**src/rtl/mem_arbiter.sv**
```systemverilog
// mem_arbiter: shares one synchronous single-port RAM between a read-only VGA port
// and the core, VGA first, with the core guaranteed a slot after VGA_BURST_MAX VGA grants.
module mem_arbiter #(
    parameter int ADDR_W        = 24,
    parameter int DATA_W        = 16,
    parameter int VGA_BURST_MAX = 4
) (
    input  logic              clk,
    input  logic              reset,
    input  logic              vga_req,
    input  logic [ADDR_W-1:0] vga_addr,
    output logic              vga_gnt,
    output logic [DATA_W-1:0] vga_data,
    output logic              vga_valid,
    input  logic              core_req,
    input  logic              core_we,
    input  logic [ADDR_W-1:0] core_addr,
    input  logic [DATA_W-1:0] core_wdata,
    output logic              core_gnt,
    output logic [DATA_W-1:0] core_rdata,
    output logic              core_done,
    output logic [ADDR_W-1:0] mem_addr,
    output logic [DATA_W-1:0] mem_wdata,
    output logic              mem_we,
    input  logic [DATA_W-1:0] mem_rdata
);
    localparam int RUN_W = $clog2(VGA_BURST_MAX + 1);
    localparam logic [RUN_W-1:0] RUN_MAX = RUN_W'(VGA_BURST_MAX);

    typedef enum logic [1:0] {IDLE, VGA, CORE_RD, CORE_WR} owner_e;

    owner_e            state_q, state_d, tag_q;
    logic [RUN_W-1:0]  run_q, run_d;
    logic [ADDR_W-1:0] mem_addr_q, mem_addr_d;
    logic [DATA_W-1:0] mem_wdata_q, mem_wdata_d;
    logic [DATA_W-1:0] vga_data_q, vga_data_d;
    logic [DATA_W-1:0] core_rdata_q, core_rdata_d;
    logic              vga_valid_q, core_done_q;
    logic              vga_win, core_win;

    always_comb begin
        vga_win      = vga_req && !(core_req && run_q == RUN_MAX);
        core_win     = core_req && !vga_win;
        vga_gnt      = !reset && vga_win;
        core_gnt     = !reset && core_win;
        state_d      = vga_gnt ? VGA : core_gnt ? (core_we ? CORE_WR : CORE_RD) : IDLE;
        // run counts VGA wins only while the core is actually waiting
        run_d        = (core_gnt || !core_req) ? '0
                     : (vga_gnt && run_q != RUN_MAX) ? run_q + 1'b1 : run_q;
        mem_addr_d   = vga_gnt ? vga_addr : core_gnt ? core_addr : mem_addr_q;
        mem_wdata_d  = (core_gnt && core_we) ? core_wdata : mem_wdata_q;
        vga_data_d   = (tag_q == VGA) ? mem_rdata : vga_data_q;
        core_rdata_d = (tag_q == CORE_RD) ? mem_rdata : core_rdata_q;
    end

    always_ff @(posedge clk) begin
        if (reset) begin
            state_q      <= IDLE;
            tag_q        <= IDLE;
            run_q        <= '0;
            mem_addr_q   <= '0;
            mem_wdata_q  <= '0;
            vga_data_q   <= '0;
            core_rdata_q <= '0;
            vga_valid_q  <= 1'b0;
            core_done_q  <= 1'b0;
        end else begin
            state_q      <= state_d;
            tag_q        <= state_q;
            run_q        <= run_d;
            mem_addr_q   <= mem_addr_d;
            mem_wdata_q  <= mem_wdata_d;
            vga_data_q   <= vga_data_d;
            core_rdata_q <= core_rdata_d;
            vga_valid_q  <= tag_q == VGA;
            core_done_q  <= tag_q == CORE_RD || tag_q == CORE_WR;
        end
    end

    assign mem_addr   = mem_addr_q;
    assign mem_wdata  = mem_wdata_q;
    assign mem_we     = state_q == CORE_WR;
    assign vga_data   = vga_data_q;
    assign vga_valid  = vga_valid_q;
    assign core_rdata = core_rdata_q;
    assign core_done  = core_done_q;
endmodule
```
**config.mk**
```make
export PLATFORM = sky130hd
export DESIGN_NAME = mem_arbiter
export DESIGN_NICKNAME = d
export VERILOG_FILES = /design/src/rtl/mem_arbiter.sv
export SDC_FILE = /design/constraint.sdc
export NUM_CORES = 1
export LEC_CHECK = 0
export BUFFER_PORTS_ARGS = -buffer_cell sky130_fd_sc_hd__buf_2
export CORE_ASPECT_RATIO = 0.75
export CORE_MARGIN = 4
export CORE_UTILIZATION = 45
export CTS_BUF_LIST = sky130_fd_sc_hd__clkbuf_16
export DETAILED_ROUTE_END_ITERATION = 10
export PLACE_DENSITY = 0.78
export SYNTH_ARGS = -nofsm -noshare
export SYNTH_HDL_FRONTEND = slang
export SYNTH_SLANG_ARGS = --single-unit
```
**constraint.sdc**
```tcl
create_clock -name clk -period 2.2 [get_ports clk]
set_clock_uncertainty 0.2 [all_clocks]
set_input_delay 0.11 -clock clk [delete_from_list [all_inputs] [get_ports clk]]
set_output_delay 0.11 -clock clk [all_outputs]
set_load 0.01 [all_outputs]
```
After elaboration in Yosys (flattened, before gate mapping)
Index checks and enable logic that the tools add are counted.
W data, S select, Z words.
{"block": "word_totals", "memories": 0, "latchBits": 0, "mem_bits_rw": 0, "regBits": 81, "rom_bits": 0, "output_inout_bits": 77}
{"block": "classes", "mul": 0, "magnitude_cmp": 0, "add_sub_neg": 1, "muxes": 5, "bitwise": 1, "n_reduce_logical": 16, "n_eq_ne": 6, "n_shift": 0, "div": 0}
{"op": "$mux W24", "count": 2}
{"op": "$logic_and A1 B1 Y1", "count": 7}
{"op": "$eq A2 B2 Y1 const B", "count": 3}
{"op": "$logic_not A1 Y1", "count": 4}
{"op": "$add A3 B1 Y3 const B", "count": 1}
{"op": "$eq A3 B3 Y1 const B", "count": 1}
{"op": "$mux W1", "count": 3}
{"op": "$ne A3 B3 Y1 const B", "count": 1}
{"op": "$reduce_or A3 Y1", "count": 1}
{"op": "$eq A2 B1 Y1 const B", "count": 1}
{"op": "$logic_or A1 B1 Y1", "count": 2}
{"op": "$reduce_bool A2 Y1", "count": 1}
{"op": "$reduce_or A2 Y1", "count": 1}
{"op": "$not A1 Y1", "count": 1}

Logic depth before layout (Yosys ltp)
Gate-level depths: netlist of the first run.
{"block": "depth", "word_depth": 9, "mapped_depth": 7, "mapped_depth_nobuf": 5}

Worst setup path after synthesis of the first run
Ideal clock, no wire load.
{"block": "synth_path", "path_kind": "flip-flop to flip-flop", "start": "register run_q[0]", "end": "register mem_wdata_q[0], in the netlist mem_wdata[0]", "path_stages_with_launch": 8, "t_arrival_ns": 1.505, "slack_ns": 0.374, "required_ns": 1.879, "n_path_buf": 2, "cell_sequence": "dfxtp_1 inv_1 ha_1 a21boi_2 and3b_1 buf_6 buf_12 mux2_4"}
{"block": "synth_between", "elab_chain_len": 8}
{"element": "from (decl)", "line": "33", "rtl": "logic [RUN_W-1:0] run_q, run_d;"}
{"element": "from (signal assigned)", "line": "70", "rtl": "run_q <= run_d;"}
{"element": "$eq A3 B3 Y1", "line": "42", "rtl": "vga_win = vga_req && !(core_req && run_q == RUN_MAX);"}
{"element": "$logic_and A1 B1 Y1", "line": "42"}
{"element": "$logic_not A1 Y1", "line": "42"}
{"element": "$logic_and A1 B1 Y1", "line": "42"}
{"element": "$logic_not A1 Y1", "line": "43", "rtl": "core_win = core_req && !vga_win;"}
{"element": "$logic_and A1 B1 Y1", "line": "43"}
{"element": "$logic_and A1 B1 Y1", "line": "45", "rtl": "core_gnt = !reset && core_win;"}
{"element": "$logic_and A1 B1 Y1", "line": "51", "rtl": "mem_wdata_d = (core_gnt && core_we) ? core_wdata : mem_wdata_q;"}
{"element": "to (signal assigned)", "line": "72", "rtl": "mem_wdata_q <= mem_wdata_d;"}
{"element": "to (decl)", "line": "35", "rtl": "logic [DATA_W-1:0] mem_wdata_q, mem_wdata_d;"}
Every way passes these cells.
A chain may end at the register's enable or synchronous reset.

Final worst setup path of the first run
{"block": "layout_path", "start": "register run_q[0]", "end": "output port vga_gnt"}
{"block": "layout_between", "elab_chain_len": 5}
{"element": "$eq A3 B3 Y1", "line": "42"}
{"element": "$logic_and A1 B1 Y1", "line": "42"}
{"element": "$logic_not A1 Y1", "line": "42"}
{"element": "$logic_and A1 B1 Y1", "line": "42"}
{"element": "$logic_and A1 B1 Y1", "line": "44", "rtl": "vga_gnt = !reset && vga_win;"}
{"element": "to (decl)", "line": "12", "rtl": "output logic vga_gnt,"}
Every way passes these cells.

==> results of run 1 <==
-- what timing repair did --
item	in CTS	in global routing
hold buffers	76	0
endpoints found under the hold margin	73	0
buffers inserted	0	0
setup endpoints to repair	10	3
gates resized for setup	1	2
-- power by group through the flow --
stage / sequential (µW) / combinational [µW] / clock [µW]
2_1_floorplan: 1620 / 177 / 0
3_3_place_gp: 1590 / 378 / 0
6_report: 1560 / 501 / 1700
4_1_cts: 1560 / 491 / 1730
5_1_grt: 1570 / 549 / 1790
3_5_place_dp: 1590 / 387 / 0
-- layer usage --
| metal | track usage [%] | vias to the layer above |
|---|---|---|
| li1 | - | 1681 |
| met1 | 26.58 | 1584 |
| met2 | 45.48 | 150 |
| met3 | 6.838 | 42 |
| met4 | 13.79 | 0 |
| met5 | 0 | - |
-- flip-flops by register name (all words and copies together) (netlist names) --
signal and count:
mem_addr 24, core_rdata 16, mem_wdata 16, vga_data 16
run_q 3, state_q 2, tag_q 2, core_done 1
vga_valid 1
-- area by class of cell --
type	instances	area, µm²
clock buffer	9	225.2
clock inverter	6	115.1
fill	535	1707
inverter	26	97.59
multi-input combinational	227	1443
sequential	81	1622
tap	98	122.6
timing repair buffer	245	1630
-- worst max path at each step --
stage	startpoint	to	slack (ns)
floorplan	run_q[0]	mem_wdata[0]	0.37
global placement	run_q[0]	mem_wdata[12]	0.007
detailed placement	run_q[0]	mem_wdata[11]	-0.06
CTS	run_q[0]	vga_gnt	0.08
global route	run_q[0]	vga_gnt	0.07
finish	run_q[0]	vga_gnt	0.17
-- cells in the mapped netlist, drive strengths merged --
| library cell | number |
|---|---|
| buf | 8 |
| dfxtp | 81 |
| inv | 26 |
| a211oi | 24 |
| and2b | 2 |
| mux2 | 16 |
| mux2i | 1 |
| nand2 | 66 |
| and3b | 1 |
| clkbuf | 23 |
| nand3 | 1 |
| o21bai | 1 |
| a21oi | 32 |
| and3 | 2 |
| and2 | 2 |
| a21boi | 1 |
| ha | 2 |
| nand2b | 2 |
| nor2b | 46 |
| a221oi | 24 |
| nor2 | 4 |
-- logic make-up (layout without fill, tap and decap cells) --
| group | count (synthesis) | count (layout) |
|---|---|---|
| AND/OR/NAND/NOR | 126 | 126 |
| AO/OA/AOI/OAI | 82 | 82 |
| flip-flops | 81 | 81 |
| buffers and inverters | 57 | 286 |
| multiplexers | 17 | 17 |
| adder cells (fa/ha/maj) | 2 | 2 |
-- worst max-delay path: cells and delay by family (launching register included) --
kind	cells	cell delay [ns]
buffers and inverters	3	0.45
AND/OR/NAND/NOR	3	0.36
flip-flops	1	0.35
adder cells (fa/ha/maj)	1	0.24
-- through the flow --
stage               worst slack, ns  hold slack, ns  area [µm²]  power (µW)
floorplan                    0.3738         0.04598        3307        1801
global placement           0.007431          0.1356        4148        1970
detailed placement         -0.06252          0.1419        4148        1981
CTS                         0.07868        0.001358        5250        3779
global route                0.06820         0.03771        5255        3906
finish                       0.1677       -0.007889        5255        3762
==> flow_summary.toml, run 1 <==
[outcome]
status = "finished, violations left"
failed_checks = "hold timing"

[timing]
maxSlewHeadroom_pct = 46.80
rsz0062_at_grt = "no"
holdWs_ns = -0.007889
worst_pin_slew_ns = 0.7979
slew_viol_final = 0
finalHoldViolations = 1
fin_tns_setup_ns = 0
setup_violations = 0
finalCritPeriodShare_pct = 92.38
fmax_mhz = 492.1
fin_crit_ns = 2.032

[cells_and_area]
layout_common_cells = "161 x buf_2, 81 x dfxtp_1, 76 x dlygate4sd3_1"
stdcell_count = 692
layout_commonest_cell = "buf_2"
final_nets = 677
diodes = 0
drive_above_1_share_pct = 34.34
area_growth_pct = 58.91
fin_util_pct = 75.49

[clocking]
clkTransAtPathRegs_ns = 0.06
clk_path_buf_depth = 2
cts_tree = "yes"
cts_root_buffer = "clkbuf_16"
cts_buffers = 9
clock_sinks = 81
clk_latency_ns = 0.33
h-tree-depth = 3

[synth]
synth_area_leader_cell = "dfxtp_1"
netlist.area_leader.share_pct = 49.04
synth_compound_area_share_pct = 17.22
synth_area_leaders = "dfxtp_1 49%, nor2b_1 8.7%, nand2_1 7.5%"
syn_area_per_cell_um2 = 9.060
synthAdderAreaFrac_pct = 0.7567
synthMuxAreaShare_pct = 6.773
syn-cell-area_um2 = 3307
syn_nets = 452
synth_seq_cells = 81
ys_seq_area_share_pct = 49.04
yosysWarningCount = 0
synth_top_family_by_area = "simple AND/OR/NAND/NOR gates"
yosys.area_share.simple_pct = 18.80
ys_types = 26
synth_xor_area_share_pct = 0
synthCells = 365

[critical_path]
rr_endpoint = "mem_wdata[13]"
worstSetupPathType = "flop to primary output"
rrSetupSlack_ns = 0.22
arrival_ns = 1.72
cpPeakStageDelay_ns = 0.35
required_ns = 1.89
worstPathCellList = "inv_1, ha_1, nand3_2, buf_6, nand2_1, nor2_1, buf_2"
crit-reg2reg-launch = "run_q[0]"
worst_path_max_delay_cell = "dfxtp_1"
worstPathMaxFanout = 25
endpoint_kind = "primary output"
critPathLaunchType = "flop"
r2r_cells = 5

[pwr]
p_int_uw = 2915
ir_drop_v = 0.0003994
comb_power_share_pct = 13.3
power_switching_uw = 846.3
seqPwrFrac_pct = 41.6
p_leak_uw = 0.002480
switching_share_pct = 22.50
cellPowerDensity_nw_per_um2 = 715.8
pwr-share-clk_pct = 45.1

[hold_path]
min_path_cells = 3
min_path_type = "input pin to flop"
hold_start = "core_addr[3]"
holdPathEnd = "mem_addr[3]"

[global_route]
grt_first_pass_wirelength_mm = 17.10
grt_max_degree = 79
grt_usage_pct = 24.92
globalRouteOverflowTotal = 0
antenna_found_initial = 0
first_global_vias = 3661

[routing]
wl_met2_mm = 5.462
m1WireLength_mm = 3.948
routed_via_density = 4.996
drtIter0Drc = 151
met3_wirelength_um = 711
drc = 0
dr.pass1.iters = 5
ant_nets = 0
wl_per_cell_um = 15.28
vias = 3457
top_layer_used = "met4"
drt-total-wl_mm = 10.57

[placement]
place_inst = 601
dp_hpwl_mm = 6.232
globalplace.congestion = 0.7841
port_buffers = 161

[die]
design.core.area_um2 = 6962
die_y_um = 82.24
io_pins = 162
rows = 26
die-area_um2 = 8798
chipWidth_um = 107.0
floorplan.initialDensity_pct = 47.50

[flow_run]
drv_cap = 0
No activity file was read; power rests on OpenSTA's default activity.
==> inputs of run 2 (changes only) <==
--- a/config.mk
+++ b/config.mk
@@ -8,10 +8,10 @@
 export BUFFER_PORTS_ARGS = -buffer_cell sky130_fd_sc_hd__buf_2
 export CORE_ASPECT_RATIO = 0.75
 export CORE_MARGIN = 4
-export CORE_UTILIZATION = 45
+export CORE_UTILIZATION = 46
 export CTS_BUF_LIST = sky130_fd_sc_hd__clkbuf_16
 export DETAILED_ROUTE_END_ITERATION = 10
-export PLACE_DENSITY = 0.78
+export PLACE_DENSITY = 0.79
 export SYNTH_ARGS = -nofsm -noshare
 export SYNTH_HDL_FRONTEND = slang
 export SYNTH_SLANG_ARGS = --single-unit
==> flow_summary.toml, run 2 (synthesized netlist as in run 1, its figures left out) <==
[timing]
rsz0062_at_grt = "no"
slew_viol_final = 0
finalCritPeriodShare_pct = 92.49
fin_crit_ns = 2.035
maxSlewHeadroom_pct = 38.35
finalHoldViolations = 0
setup_violations = 0
fmax_mhz = 491.5
worst_pin_slew_ns = 0.9247

[clocking]
cts_buffers = 9
clkTransAtPathRegs_ns = 0.06
h-tree-depth = 3
clock_sinks = 81
clk_latency_ns = 0.32
cts_root_buffer = "clkbuf_16"
clk_path_buf_depth = 2
cts_setup_buffers = 0
cts_tree = "yes"

[routing]
drt-total-wl_mm = 10.28
ant_nets = 0
drc = 0
vias = 3441
routed_via_density = 4.973
drtIter0Drc = 164
wl_per_cell_um = 14.86
dr.pass1.iters = 4

[critical_path]
crit_end = "vga_gnt"
worst_path_max_delay_cell = "dfxtp_1"
worstPathCellList = "inv_1, ha_1, nand3_2, buf_4, nand2_1, nor2_1, buf_2"
required_ns = 1.89
rrSetupSlack_ns = 0.17
r2r_cells = 5
rr_endpoint = "mem_addr[23]"
worstSetupPathType = "flop to primary output"
cpPeakStageDelay_ns = 0.33
worstPathMaxFanout = 25
endpoint_kind = "primary output"
crit_path_start = "run_q[0]"
critPathLaunchType = "flop"
crit-reg2reg-launch = "run_q[0]"
arrival_ns = 1.72

[placement]
dp_hpwl_mm = 6.118
globalplace.congestion = 0.7743
port_buffers = 161
placed_area_um2 = 4140

[pwr]
p_total_uw = 3635
cellPowerDensity_nw_per_um2 = 696.4
ir_drop_v = 0.0003888
p_leak_uw = 0.002467

[outcome]
status = "finished clean"

[cells_and_area]
final_nets = 676
diodes = 0
largest_reg_flops = 24
drive_above_1_share_pct = 34.01
area_growth_pct = 57.81
final_cell_area_um2 = 5219
layout_common_cells = "161 x buf_2, 81 x dfxtp_1, 76 x dlygate4sd3_1"
layout_commonest_cell = "buf_2"

[die]
chipWidth_um = 105.9
die_y_um = 81.43
rows = 26
floorplan.initialDensity_pct = 47.95
design.core.area_um2 = 6897
io_pins = 162
die-area_um2 = 8624

[global_route]
grt_max_degree = 79
grt_usage_pct = 24.34
grt_first_pass_wirelength_mm = 16.80
first_global_vias = 3507
antenna_found_initial = 0
globalRouteOverflowTotal = 0

[hold_path]
min_path_type = "input pin to flop"
hold_start = "core_addr[17]"

[flow_run]
drv_cap = 0
-- run 2: changes by cell type in the layout (fill, tap and decap cells not counted), sizes merged --
cell      previous run  this run
clkinv               0         3
buf                169       168
bufinv               3         2
clkinvlp             1         0
-- run 2: power by group --
part           total [µW]  switching, µW  internal (µW)
Clock                1570            580            994
Sequential           1570           31.6           1530
Combinational         495            225            270
Total                3630            837           2800
-- run 2: how the worst min path moves through the flow --
stage,depth (start not counted),end
floorplan,2,core_rdata[0]
global placement,2,mem_wdata[10]
detailed placement,2,mem_wdata[10]
CTS,3,mem_addr[9]
global route,3,mem_addr[7]
finish,3,mem_addr[17]
-- run 2: layer usage --
| metal | part of all wire (%) | global-route usage [%] | vias to the layer above | wire length, µm |
|---|---|---|---|---|
| met5 | 0 | 0 | - | 0 |
| met1 | 38 | 26.77 | 1565 | 3884 |
| met4 | 4.3 | 12.94 | 0 | 444 |
| met2 | 51 | 43.96 | 163 | 5269 |
| met3 | 6.7 | 6.363 | 38 | 685 |
| li1 | - | - | 1675 | - |
-- run 2: area by class of cell --
type	instances	area, µm²
multi-input cells	227	1441
clock buffers	9	225.2
inverters	26	97.59
fillers	529	1678
flip-flops and latches	81	1622
well taps	98	122.6
repair buffers	244	1619
clock inverters	7	91.34
-- run 2: critical path: cells and delay by family (launching register included) --
| kind | cells | cell delay (ns) |
|---|---|---|
| adder cells (fa/ha/maj) | 1 | 0.24 |
| flip-flops | 1 | 0.33 |
| AND/OR/NAND/NOR | 3 | 0.35 |
| buffers and inverters | 3 | 0.48 |
-- run 2: timing repair --
item	in CTS	in global routing
setup endpoints to repair	16	0
hold endpoints to repair	72	0
hold buffers	76	0
resized for setup	1	0
-- run 2: metrics by stage --
stage	util, %	worst slack [ns]	setup TNS, ns	hold WS, ns	cells
5_1_grt	75.67	0.001675	0	0.03280	692
4_1_cts	75.67	0.1394	0	0.002686	692
6_report	75.67	0.1653	0	0.005691	692
3_5_place_dp	60.03	-0.07112	-0.4263	0.1407	600
3_3_place_gp	60.03	-0.01191	-0.08007	0.1357	600
2_1_floorplan	-	0.3738	0	0.04598	365
==> inputs of run 3 (changes only) <==
--- a/config.mk
+++ b/config.mk
@@ -7,11 +7,11 @@
 export LEC_CHECK = 0
 export BUFFER_PORTS_ARGS = -buffer_cell sky130_fd_sc_hd__buf_2
 export CORE_ASPECT_RATIO = 0.75
-export CORE_MARGIN = 4
+export CORE_MARGIN = 2
 export CORE_UTILIZATION = 46
 export CTS_BUF_LIST = sky130_fd_sc_hd__clkbuf_16
 export DETAILED_ROUTE_END_ITERATION = 10
-export PLACE_DENSITY = 0.79
+export PLACE_DENSITY_LB_ADDON = 0.1
 export SYNTH_ARGS = -nofsm -noshare
 export SYNTH_HDL_FRONTEND = slang
 export SYNTH_SLANG_ARGS = --single-unit
==> flow_summary.toml, run 3 (synthesized netlist as in run 1, its figures left out) <==
[cells_and_area]
nFillCells = 523
stdcell_count = 698
layout_commonest_cell = "buf_2"
drive_above_1_share_pct = 33.83
diodes = 0
layout_common_cells = "161 x buf_2, 81 x dfxtp_1, 80 x dlygate4sd3_1"
final_nets = 682
area_growth_pct = 60.08
largest_reg_flops = 24

[routing]
drt-total-wl_mm = 10.12
drc = 0
vias = 3463
dr.pass1.iters = 5
wl_per_cell_um = 14.50
ant_nets = 0
drtIter0Drc = 187
routed_via_density = 4.961

[global_route]
globalRouteOverflowTotal = 0
first_global_vias = 3544
grt_usage_pct = 26.23
grt_max_degree = 79
grt_first_pass_wirelength_mm = 16.50
antenna_found_initial = 0

[timing]
holdWs_ns = 0.02193
maxSlewHeadroom_pct = 37.94
rsz0062_at_grt = "no"
finalCritPeriodShare_pct = 92.60
fin_tns_setup_ns = 0
fmax_mhz = 490.8
fin_crit_ns = 2.037
finalHoldViolations = 0
worst_pin_slew_ns = 0.9309
slew_viol_final = 0
setup_violations = 0

[die]
die_y_um = 77.43
design.core.area_um2 = 6897
die-area_um2 = 7891
floorplan.initialDensity_pct = 47.95
rows = 26
io_pins = 162
chipWidth_um = 101.9

[clocking]
cts_setup_buffers = 0
clock_sinks = 81
clk_path_buf_depth = 2
cts_tree = "yes"
clkTransAtPathRegs_ns = 0.06
cts_buffers = 9
cts_root_buffer = "clkbuf_16"
h-tree-depth = 3
clk_latency_ns = 0.32

[critical_path]
arrival_ns = 2.00
rr_endpoint = "mem_addr[8]"
critPathLaunchType = "flop"
crit-reg2reg-launch = "run_q[0]"
required_ns = 2.17
worstSetupPathType = "flop to flop"
rrSetupSlack_ns = 0.16
endpoint_kind = "flop"
worstPathMaxFanout = 24
r2r_cells = 5
crit_path_start = "run_q[0]"

[placement]
dp_hpwl_mm = 5.725
port_buffers = 161
place_inst = 602
globalplace.congestion = 0.7745

[flow_run]
drv_cap = 0

[hold_path]
min_path_type = "input pin to flop"
min_path_cells = 3
hold_start = "core_addr[0]"
holdPathEnd = "mem_addr[0]"

[pwr]
ir_drop_v = 0.0004942
p_total_uw = 3740
cellPowerDensity_nw_per_um2 = 706.4
p_leak_uw = 0.002509

[outcome]
status = "finished clean"
-- run 3: changes by cell type in the layout (fill, tap and decap cells not counted), sizes merged --
cell	change
buf	+2
bufinv	+1
dlygate4sd3	+4
clkinv	-1
-- run 3: what timing repair did --
| action | CTS | global route |
|---|---|---|
| hold buffers | 80 | 0 |
| resized for setup | 1 | 0 |
| endpoints found under the setup margin | 16 | 0 |
| hold endpoints to repair | 73 | 0 |
-- run 3: cell type report --
type | instances | area [µm²] | share of cell area [%]
timing repair buffer | 250 | 1674 | 31.62
sequential | 81 | 1622 | 30.63
multi-input combinational | 227 | 1441 | 27.23
clock buffer | 9 | 225.2 | 4.254
tap | 98 | 122.6 | 2.316
clock inverter | 7 | 111.4 | 2.104
inverter | 26 | 97.59 | 1.844
-- run 3: worst max-delay path by stage --
stage                          to  cells past startpoint
finish                mem_addr[8]                      5
global route              vga_gnt                      7
CTS                       vga_gnt                      7
detailed placement  mem_wdata[12]                      5
global placement     mem_wdata[8]                      5
floorplan            mem_wdata[0]                      7
-- run 3: where the power goes --
part / total, µW / switching (µW) / internal (µW)
clock: 1670 / 572 / 1100
combinational: 504 / 227 / 277
sequential: 1560 / 30.4 / 1530
total: 3740 / 829 / 2910
-- run 3: critical path: stages, from the launching register on --
cell      delay (ns)
dfxtp_1         0.33
inv_1           0.06
ha_1            0.25
nand3_2         0.09
and2_1          0.74
a211oi_1        0.20
-- run 3: metal layers --
metal	share of wire, %	vias to the layer above	track usage [%]	wire length (µm)
li1	-	1689	-	-
met1	41	1605	30.67	4192
met2	49	139	45.07	4976
met3	6.0	30	5.856	609
met4	3.4	0	12.67	342
met5	0	-	0	0
-- run 3: metrics by stage --
| step | instance area (µm²) | setup slack [ns] | util (%) |
|---|---|---|---|
| after global routing | 5294 | 0.02586 | 76.76 |
| after floorplan | 3307 | 0.3738 | - |
| after detailed placement | 4155 | -0.06576 | 60.25 |
| after global placement | 4155 | 0.01319 | 60.25 |
| final | 5294 | 0.1627 | 76.76 |
| after CTS | 5294 | 0.1674 | 76.76 |
